===== src/rtl/hmmm_pkg.sv =====
// Shared constants and FSM state encodings for the HMMM program loader.
package hmmm_pkg;

    localparam int WORD_W     = 16;
    localparam int ADDR_W     = 8;
    localparam int RAM_DEPTH  = 256;
    localparam int CLR_CYCLES = 2;

    typedef logic [2:0] state_t;

    localparam state_t S_IDLE   = 3'd0;
    localparam state_t S_CLR    = 3'd1;
    localparam state_t S_ADDR   = 3'd2;
    localparam state_t S_DATA   = 3'd3;
    localparam state_t S_RUN    = 3'd4;
    localparam state_t S_HALTED = 3'd5;
    localparam state_t S_ERR    = 3'd6;

endpackage


===== src/rtl/hmmm_edge_detect.sv =====
// Registered rising-edge detector: pulses for the first cycle its input is high.
module hmmm_edge_detect (
    input  logic clk,
    input  logic rst,
    input  logic sig_i,
    output logic rise_o
);

    logic sig_q;

    always_ff @(posedge clk or negedge rst) begin
        if (!rst) begin
            sig_q <= 1'b0;
        end else begin
            sig_q <= sig_i;
        end
    end

    assign rise_o = sig_i & ~sig_q;

endmodule


===== src/rtl/hmmm_loader.sv =====
// Streams a program image into an HMMM CPU over its io bus, then bridges the
// CPU's io reads and writes to host streams until the CPU halts.
module hmmm_loader #(
    parameter int WORD_W = hmmm_pkg::WORD_W,
    parameter int ADDR_W = hmmm_pkg::ADDR_W
) (
    input  logic              clk,
    input  logic              rst,
    input  logic              start,
    input  logic              img_valid,
    output logic              img_ready,
    input  logic [WORD_W-1:0] img_data,
    input  logic              img_last,
    input  logic              in_valid,
    output logic              in_ready,
    input  logic [WORD_W-1:0] in_data,
    output logic              out_valid,
    output logic [WORD_W-1:0] out_data,
    output logic              cpu_rst,
    output logic              cpu_pgrm_addr,
    output logic              cpu_pgrm_data,
    output logic [WORD_W-1:0] cpu_io_out,
    output logic              cpu_io_oe,
    input  logic [WORD_W-1:0] cpu_io_in,
    input  logic              cpu_read,
    input  logic              cpu_write,
    input  logic              cpu_halt,
    output logic              busy,
    output logic              done,
    output logic              err,
    output logic              underflow,
    output logic [ADDR_W:0]   load_count
);

    import hmmm_pkg::*;

    localparam logic [1:0] CLR_LAST = 2'(CLR_CYCLES - 1);

    state_t             state_q,      state_d;
    logic [1:0]         clr_cnt_q,    clr_cnt_d;
    logic [ADDR_W:0]    load_count_q, load_count_d;
    logic [WORD_W-1:0]  word_q,       word_d;
    logic               last_q,       last_d;
    logic [WORD_W-1:0]  rd_word_q,    rd_word_d;
    logic               underflow_q,  underflow_d;
    logic               out_valid_q,  out_valid_d;
    logic [WORD_W-1:0]  out_data_q,   out_data_d;
    logic               rd_rise;
    logic               wr_rise;

    hmmm_edge_detect u_rd_edge (.clk(clk), .rst(rst), .sig_i(cpu_read),  .rise_o(rd_rise));
    hmmm_edge_detect u_wr_edge (.clk(clk), .rst(rst), .sig_i(cpu_write), .rise_o(wr_rise));

    always_comb begin
        // NOTE: every next-state and output gets a default first, so no path can infer a latch.
        state_d       = state_q;
        clr_cnt_d     = clr_cnt_q;
        load_count_d  = load_count_q;
        word_d        = word_q;
        last_d        = last_q;
        rd_word_d     = rd_word_q;
        underflow_d   = underflow_q;
        out_valid_d   = 1'b0;
        out_data_d    = out_data_q;
        img_ready     = 1'b0;
        in_ready      = 1'b0;
        cpu_pgrm_addr = 1'b0;
        cpu_pgrm_data = 1'b0;
        cpu_io_oe     = 1'b0;
        cpu_io_out    = '0;

        case (state_q)
            S_IDLE, S_HALTED, S_ERR: begin
                if (start) begin
                    state_d      = S_CLR;
                    clr_cnt_d    = '0;
                    load_count_d = '0;
                    underflow_d  = 1'b0;
                end
            end
            S_CLR: begin
                if (clr_cnt_q == CLR_LAST) begin
                    state_d = S_ADDR;
                end else begin
                    clr_cnt_d = clr_cnt_q + 1'b1;
                end
            end
            S_ADDR: begin
                // A full RAM refuses the next word instead of wrapping the address.
                if (load_count_q[ADDR_W]) begin
                    if (img_valid) begin
                        state_d = S_ERR;
                    end
                end else begin
                    img_ready = 1'b1;
                    if (img_valid) begin
                        word_d        = img_data;
                        last_d        = img_last;
                        cpu_io_out    = WORD_W'(load_count_q[ADDR_W-1:0]);
                        cpu_io_oe     = 1'b1;
                        cpu_pgrm_addr = 1'b1;
                        state_d       = S_DATA;
                    end
                end
            end
            S_DATA: begin
                cpu_io_out    = word_q;
                cpu_io_oe     = 1'b1;
                cpu_pgrm_data = 1'b1;
                load_count_d  = load_count_q + 1'b1;
                state_d       = last_q ? S_RUN : S_ADDR;
            end
            S_RUN: begin
                if (rd_rise) begin
                    if (in_valid) begin
                        in_ready  = 1'b1;
                        rd_word_d = in_data;
                    end else begin
                        rd_word_d   = '0;
                        underflow_d = 1'b1;
                    end
                end
                // rd_word_d bypasses the register so the edge cycle already shows the new word.
                if (cpu_read) begin
                    cpu_io_oe  = 1'b1;
                    cpu_io_out = rd_word_d;
                end
                if (wr_rise) begin
                    out_valid_d = 1'b1;
                    out_data_d  = cpu_io_in;
                end
                if (cpu_halt) begin
                    state_d = S_HALTED;
                end
            end
            default: state_d = S_IDLE;
        endcase
    end

    always_ff @(posedge clk or negedge rst) begin
        if (!rst) begin
            state_q      <= S_IDLE;
            clr_cnt_q    <= '0;
            load_count_q <= '0;
            word_q       <= '0;
            last_q       <= 1'b0;
            rd_word_q    <= '0;
            underflow_q  <= 1'b0;
            out_valid_q  <= 1'b0;
            out_data_q   <= '0;
        end else begin
            // NOTE: non-blocking updates so every register samples the pre-edge values.
            state_q      <= state_d;
            clr_cnt_q    <= clr_cnt_d;
            load_count_q <= load_count_d;
            word_q       <= word_d;
            last_q       <= last_d;
            rd_word_q    <= rd_word_d;
            underflow_q  <= underflow_d;
            out_valid_q  <= out_valid_d;
            out_data_q   <= out_data_d;
        end
    end

    // The CPU is held in reset while this block is, independent of the clock.
    assign cpu_rst    = ~rst | (state_q == S_CLR);
    assign busy       = (state_q == S_CLR) | (state_q == S_ADDR) |
                        (state_q == S_DATA) | (state_q == S_RUN);
    assign done       = (state_q == S_HALTED);
    assign err        = (state_q == S_ERR);
    assign underflow  = underflow_q;
    assign load_count = load_count_q;
    assign out_valid  = out_valid_q;
    assign out_data   = out_data_q;

endmodule


===== config.mk =====
export PLATFORM = sky130hd
export DESIGN_NAME = hmmm_loader
export DESIGN_NICKNAME = d
export VERILOG_FILES = /design/src/rtl/hmmm_pkg.sv /design/src/rtl/hmmm_edge_detect.sv /design/src/rtl/hmmm_loader.sv
export SDC_FILE = /design/constraint.sdc
export NUM_CORES = 1
export LEC_CHECK = 0
export BUFFER_PORTS_ARGS = -buffer_cell sky130_fd_sc_hd__buf_2
export CAP_MARGIN = 20
export CORE_MARGIN = 2
export CORE_UTILIZATION = 50
export CTS_CLUSTER_DIAMETER = 30
export CTS_CLUSTER_SIZE = 25
export DETAILED_ROUTE_END_ITERATION = 8
export HOLD_SLACK_MARGIN = 0.12
export PLACE_DENSITY = 0.88
export SETUP_SLACK_MARGIN = 0.5
export SYNTH_ARGS = -nofsm -noshare
export SYNTH_HDL_FRONTEND = slang
export SYNTH_HIERARCHICAL = 1
export SYNTH_SLANG_ARGS = --single-unit

===== constraint.sdc =====
create_clock -name clk -period 2.39 [get_ports clk]
set_clock_uncertainty 0.2 [all_clocks]
set_input_delay 0.3585 -clock clk [delete_from_list [all_inputs] [get_ports clk]]
set_output_delay 0.3585 -clock clk [all_outputs]
set_load 0.05 [all_outputs]

== Yosys cells after proc, flatten, opt, wreduce, memory -nomap -nowiden ==
Index checks and enable logic that the tools add are counted.

* Bits in registers: 67
* Bits of input ports: 57
* Output and inout bits: 52
* Word-level logic and storage cells: 84

* $add $sub $neg: 2
* Equal/unequal tests: 14
* Mux-type cells: 36
* Bitwise operators: 10
* Reduce and logical (&&, ||, !) cells: 11

{| class="wikitable"
|+ Operators by type and width
! kind !! count
|-
| 2-to-1 mux 16 bit || 3
|-
| one-hot mux 16 bit (3 select lines) || 1
|-
| 2-to-1 mux 3 bit || 7
|-
| one-hot mux 9 bit (2 select lines) || 1
|-
| 2-to-1 mux 8 bit || 2
|-
| 2-to-1 mux 1 bit || 15
|-
| one-hot mux 3 bit (5 select lines) || 1
|-
| != test 2 bit (second input constant) || 7
|-
| adder 9 x 1 -> 9 bit (second input constant) || 1
|-
| == test 3 bit (second input constant) || 3
|-
| 2-to-1 mux 9 bit || 1
|-
| AND reduction 4 bit || 2
|-
| == test 3 x 2 -> 1 bit (second input constant) || 2
|-
| AND reduction 3 bit || 2
|-
| nonzero test 2 bit || 3
|-
| 2-to-1 mux 2 bit || 2
|-
| inverter 1 bit || 4
|-
| OR 1 bit || 4
|-
| one-hot mux 2 bit (2 select lines) || 1
|-
| AND reduction 2 bit || 2
|-
| == test 3 x 1 -> 1 bit (second input constant) || 1
|-
| zero test 3 bit || 1
|-
| one-hot mux 1 bit (3 select lines) || 1
|-
| OR reduction 3 bit || 1
|-
| other kinds (4) || 5
|}

== Longest topological paths before layout ==
* Depth in word-level cells: 5
* Mapped depth: 7
* Mapped depth without buffers: 6

== By module ==
The synthesis kept the hierarchy.

{| class="wikitable"
|+ By module, submodules not included
! module !! instances !! cells an instance !! area each (um2) !! seq. area each (um2)
|-
| hmmm_loader || 1 || 348 || 3165.5 || 1626.6
|-
| hmmm_edge_detect || 2 || 2 || 38.8 || 25.0
|}

== Worst setup path after synthesis ==
OpenSTA, ideal clock, no wires.

* Kind: register -> output
* Start: reg load_count_q[8], in the netlist load_count[8]
* End: out cpu_io_out[6]
* Arrival: 2.548 ns
* Required time: 1.832 ns
* Slack: -0.717 ns
* Cell stages (with the launch flop): 7
* Path buffers: 1
* Path through: dfrtp_1 -> nor4b_4 -> nand2_2 -> clkinv_1 -> buf_4 -> a22oi_1 -> o21ai_0

* Cells in the longest elaborated chain, start to end: 2

{| class="wikitable"
|+ Ends and longest elaborated chain
! element !! RTL line !! source
|-
| from (decl) || hmmm_loader.sv:41 || <nowiki>logic [ADDR_W:0] load_count_q, load_count_d;</nowiki>
|-
| from (signal assigned) || hmmm_loader.sv:155 || <nowiki>load_count_q <= load_count_d;</nowiki>
|-
| 2-to-1 mux 8 bit || hmmm_loader.sv:90 || <nowiki>if (load_count_q[ADDR_W]) begin</nowiki>
|-
| one-hot mux 16 bit (3 select lines) || hmmm_loader.sv:72 || <nowiki>case (state_q)</nowiki>
|-
| to (decl) || hmmm_loader.sv:22 || <nowiki>output logic [WORD_W-1:0] cpu_io_out,</nowiki>
|}

Every way passes these cells.

== Worst setup path in the final report ==
* Start: reg load_count_q[8], in the netlist load_count[8]
* End: out cpu_io_out[2]

Same word-level chain as after synthesis.

==> reports/metrics.cfg <==
[layout]
nets=595
syn2layout_area_growth_pct=74.4
fillers=259
antenna_cells=0
instances_no_fill=618
design_area_mm2=0.00566
drive_gt1_share_pct=49.5

[timing]
timing.final.crit_period_ns=2.48
setup_viol=8
hold_viol_final=0
fin_setup_tns_ns=-0.481
worstMarginPinSlew_ns=0.480
relSlewSlack_pct=68.0
max_freq_mhz=403
rsz0062_at_grt=yes
finalCritPeriodShare_pct=104
slew_violations=0
setup_ws_ns=-0.0937

[worst_hold_path]
hp-start=in_data[13]
hold_depth=3
hp-class=in2reg
min_to=rd_word_q[13]$_DFFE_PN0N_

[grt]
antenna_found_initial=0
grt_pass1_vias=3680
grt_remaining_overflow=0
grt_first_pass_wirelength_um=20200
grt_max_degree=68
track_usage_pct=37.4

[power]
total_power_mw=7.67
leakage_nw=2.69
p_per_area_mw_per_mm2=1360
peakVddDrop_v=0.00117

[setup_path]
cp_cell_sequence=nor4b_4 -> nand2_4 -> clkinv_8 -> a22oi_2 -> o21ai_4 -> buf_6
reg2reg_from=state_q[0]$_DFFE_PN0P_
path_class=reg2out
rr_endpoint=rd_word_q[8]$_DFFE_PN0N_
ff2ff_setup_slack_ns=0.22
critical_path_depth=6
critPathMaxStageDelay_ns=0.44
end_kind=primary output
ff2ff_path_depth=8
start_kind=register
worstPathArrival_ns=1.93
worst-path-buf-inv=2
critical-path-top-delay-family=simple AND/OR/NAND/NOR gates
cp_max_fo=10
crit_slowest_cell=dfrtp_2
cp.required_ns=1.83

[placed_design]
place_inst=530
dp_hpwl_um=6360
numPortBuffers=108
post-place-ws_ns=0.171
place_area_mm2=0.00418
place.gp.congestion=0.873

[synthesis]
ys_seq_area_share_pct=51.7
ys_seq_elements=67
ys_types=40
synth_nets=411
syn_area_mm2=0.00324
ys_warn_count=6
syn_avg_cell_area_um2=9.21
ys_async_sr_fraction_pct=100
synth-main-ff-cell=dfrtp_1
synth_edf_count=0
synth_cells=352

[clocking]
clk_pin_slew_worst_paths_ns=0.08
htree_levels=3
tritoncts=done
numCtsBuffers=9
cts_buffer_depth=2
cts-root-buf=clkbuf_8
insertion_delay_ns=0.36
cts.sinks=67

[floorplan]
io_pins=109
die_w_um=84.5
initial_utilization_pct=51.4
std_cell_rows=29
core-area_mm2=0.00631
dieArea_mm2=0.00715
die_y_um=84.5

[drt]
avgViaCountPerCell=6.69
drc=0
drt-wirelength-per-cell_um=26.7
routed_wirelength_um=16500
drtIter0Drc=535
firstDrtPassIters=8
vias=4133
ant_nets=0

[run_status]
violations=negative setup slack
status=complete, but fails checks

[flow_run]
maxCapViolCount=0

## worst max path at each step
stage                                   start             to  slack (ns)
floorplan           load_count[8]$_DFFE_PN0P_  cpu_io_out[6]       -0.22
CTS                    state_q[1]$_DFFE_PN0P_        cpu_rst        0.08
global route           state_q[0]$_DFFE_PN0P_  cpu_io_out[2]       -0.09
global placement                     cpu_read  cpu_io_out[6]        0.22
finish              load_count[8]$_DFFE_PN0P_  cpu_io_out[2]       -0.09
detailed placement     state_q[0]$_DFFE_PN0P_  cpu_io_out[1]        0.17
## final cells by class
class,count,area (um^2),share of cell area [%]
repair buffers,193,1740,30.8
flip-flops and latches,67,1690,29.9
multi-input cells,254,1880,33.2
well taps,77,96.3,1.70
clock inverters,4,25.0,0.442
clock buffers,12,155,2.74
repair inverters,2,17.5,0.310
inverters,9,51.3,0.907
## cell usage after synthesis, drive strengths merged (2+ instances only)
master   n  area [um^2]
nor2    23         86.3
buf      7         53.8
nand3   13         65.1
and3     2         12.5
a21oi   39          195
nor2b   18          128
nor4b    2         32.5
and2     2         12.5
or4      2         15.0
a31oi    5         31.3
o21a     2         15.0
clkinv   2         7.51
ha       2         25.0
a22oi    9         67.6
nand2   77          292
nor3b    2         26.3
mux2    16          180
clkbuf  15         56.3
inv      7         26.3
o221ai   2         17.5
o211ai   2         15.0
o21ai   25          125
dfrtp   67         1680
or3      3         18.8
## cell usage in the layout (no fill, tap or decap), types with 4 or more instances in the layout
| cell type | instances |
|---|---|
| buf_2 | 83 |
| nor2_1 | 20 |
| dfrtp_2 | 12 |
| a22oi_2 | 8 |
| clkbuf_8 | 11 |
| nand2_1 | 65 |
| o21ai_0 | 9 |
| o21ai_4 | 15 |
| a31oi_1 | 4 |
| dfrtp_1 | 55 |
| a21oi_2 | 12 |
| inv_1 | 6 |
| dlygate4sd3_1 | 37 |
| a21oi_1 | 27 |
| nand2_4 | 9 |
| mux2_2 | 6 |
| mux2_4 | 7 |
| nand3_1 | 11 |
| nor2b_1 | 16 |
| buf_4 | 21 |
| buf_6 | 29 |
| buf_12 | 8 |
| buf_8 | 8 |
| clkbuf_16 | 4 |
## state kept, by name, summed over array words and instances (netlist names)
signal,flops
state_q,3
word_q,16
load_count,9
rd_word_q,16
last_q,1
clr_cnt_q,2
u_rd_edge/sig_q,1
underflow,1
out_data,16
out_valid,1
u_wr_edge/sig_q,1
## per-stage QoR
stage	hold slack (ns)	util, %
3_5_place_dp	0.267	66.1
4_1_cts	0.123	83.7
6_report	0.130	89.6
3_3_place_gp	0.261	66.1
2_1_floorplan	-0.137	-
5_1_grt	0.146	89.6
## tightest hold or removal path, cell delays in order
cell     delay [ns]
buf_2          0.09
a21oi_2        0.07
a21oi_1        0.13
## where the power goes
part           internal, mW  total, mW  switching (mW)
logic                  1.77       4.69            2.93
registers              1.58       2.06           0.490
clock network         0.430      0.914           0.483
total                  3.77       7.67            3.90
## per-layer routing
metal | up-vias | global-route usage (%) | routed length [um]
met3 | 175 | 11.2 | 2090
met2 | 456 | 60.4 | 7450
li1 | 1573 | - | -
met5 | - | 0 | 0
met4 | 0 | 22.9 | 1590
met1 | 1929 | 43.8 | 5370
## cells by family after synthesis
group / after synthesis / share of synthesized area, %
mux: 17 / 5.86
xor+xnor: 2 / 0.540
fa+ha+maj: 2 / 0.771
flops: 67 / 51.7
simple gates: 148 / 22.1
buf+inv: 31 / 4.44
compound gates: 85 / 14.6
## what timing repair did
item | CTS | global route
pin swaps | 14 | 8
gates cloned | 6 | 4
setup buffers | 13 | 12
hold endpoints to repair | 103 | 0
endpoints found under the setup margin | 43 | 64
resized for setup | 104 | 43
hold buffers | 37 | 0
No activity file was read; power rests on OpenSTA's default activity.
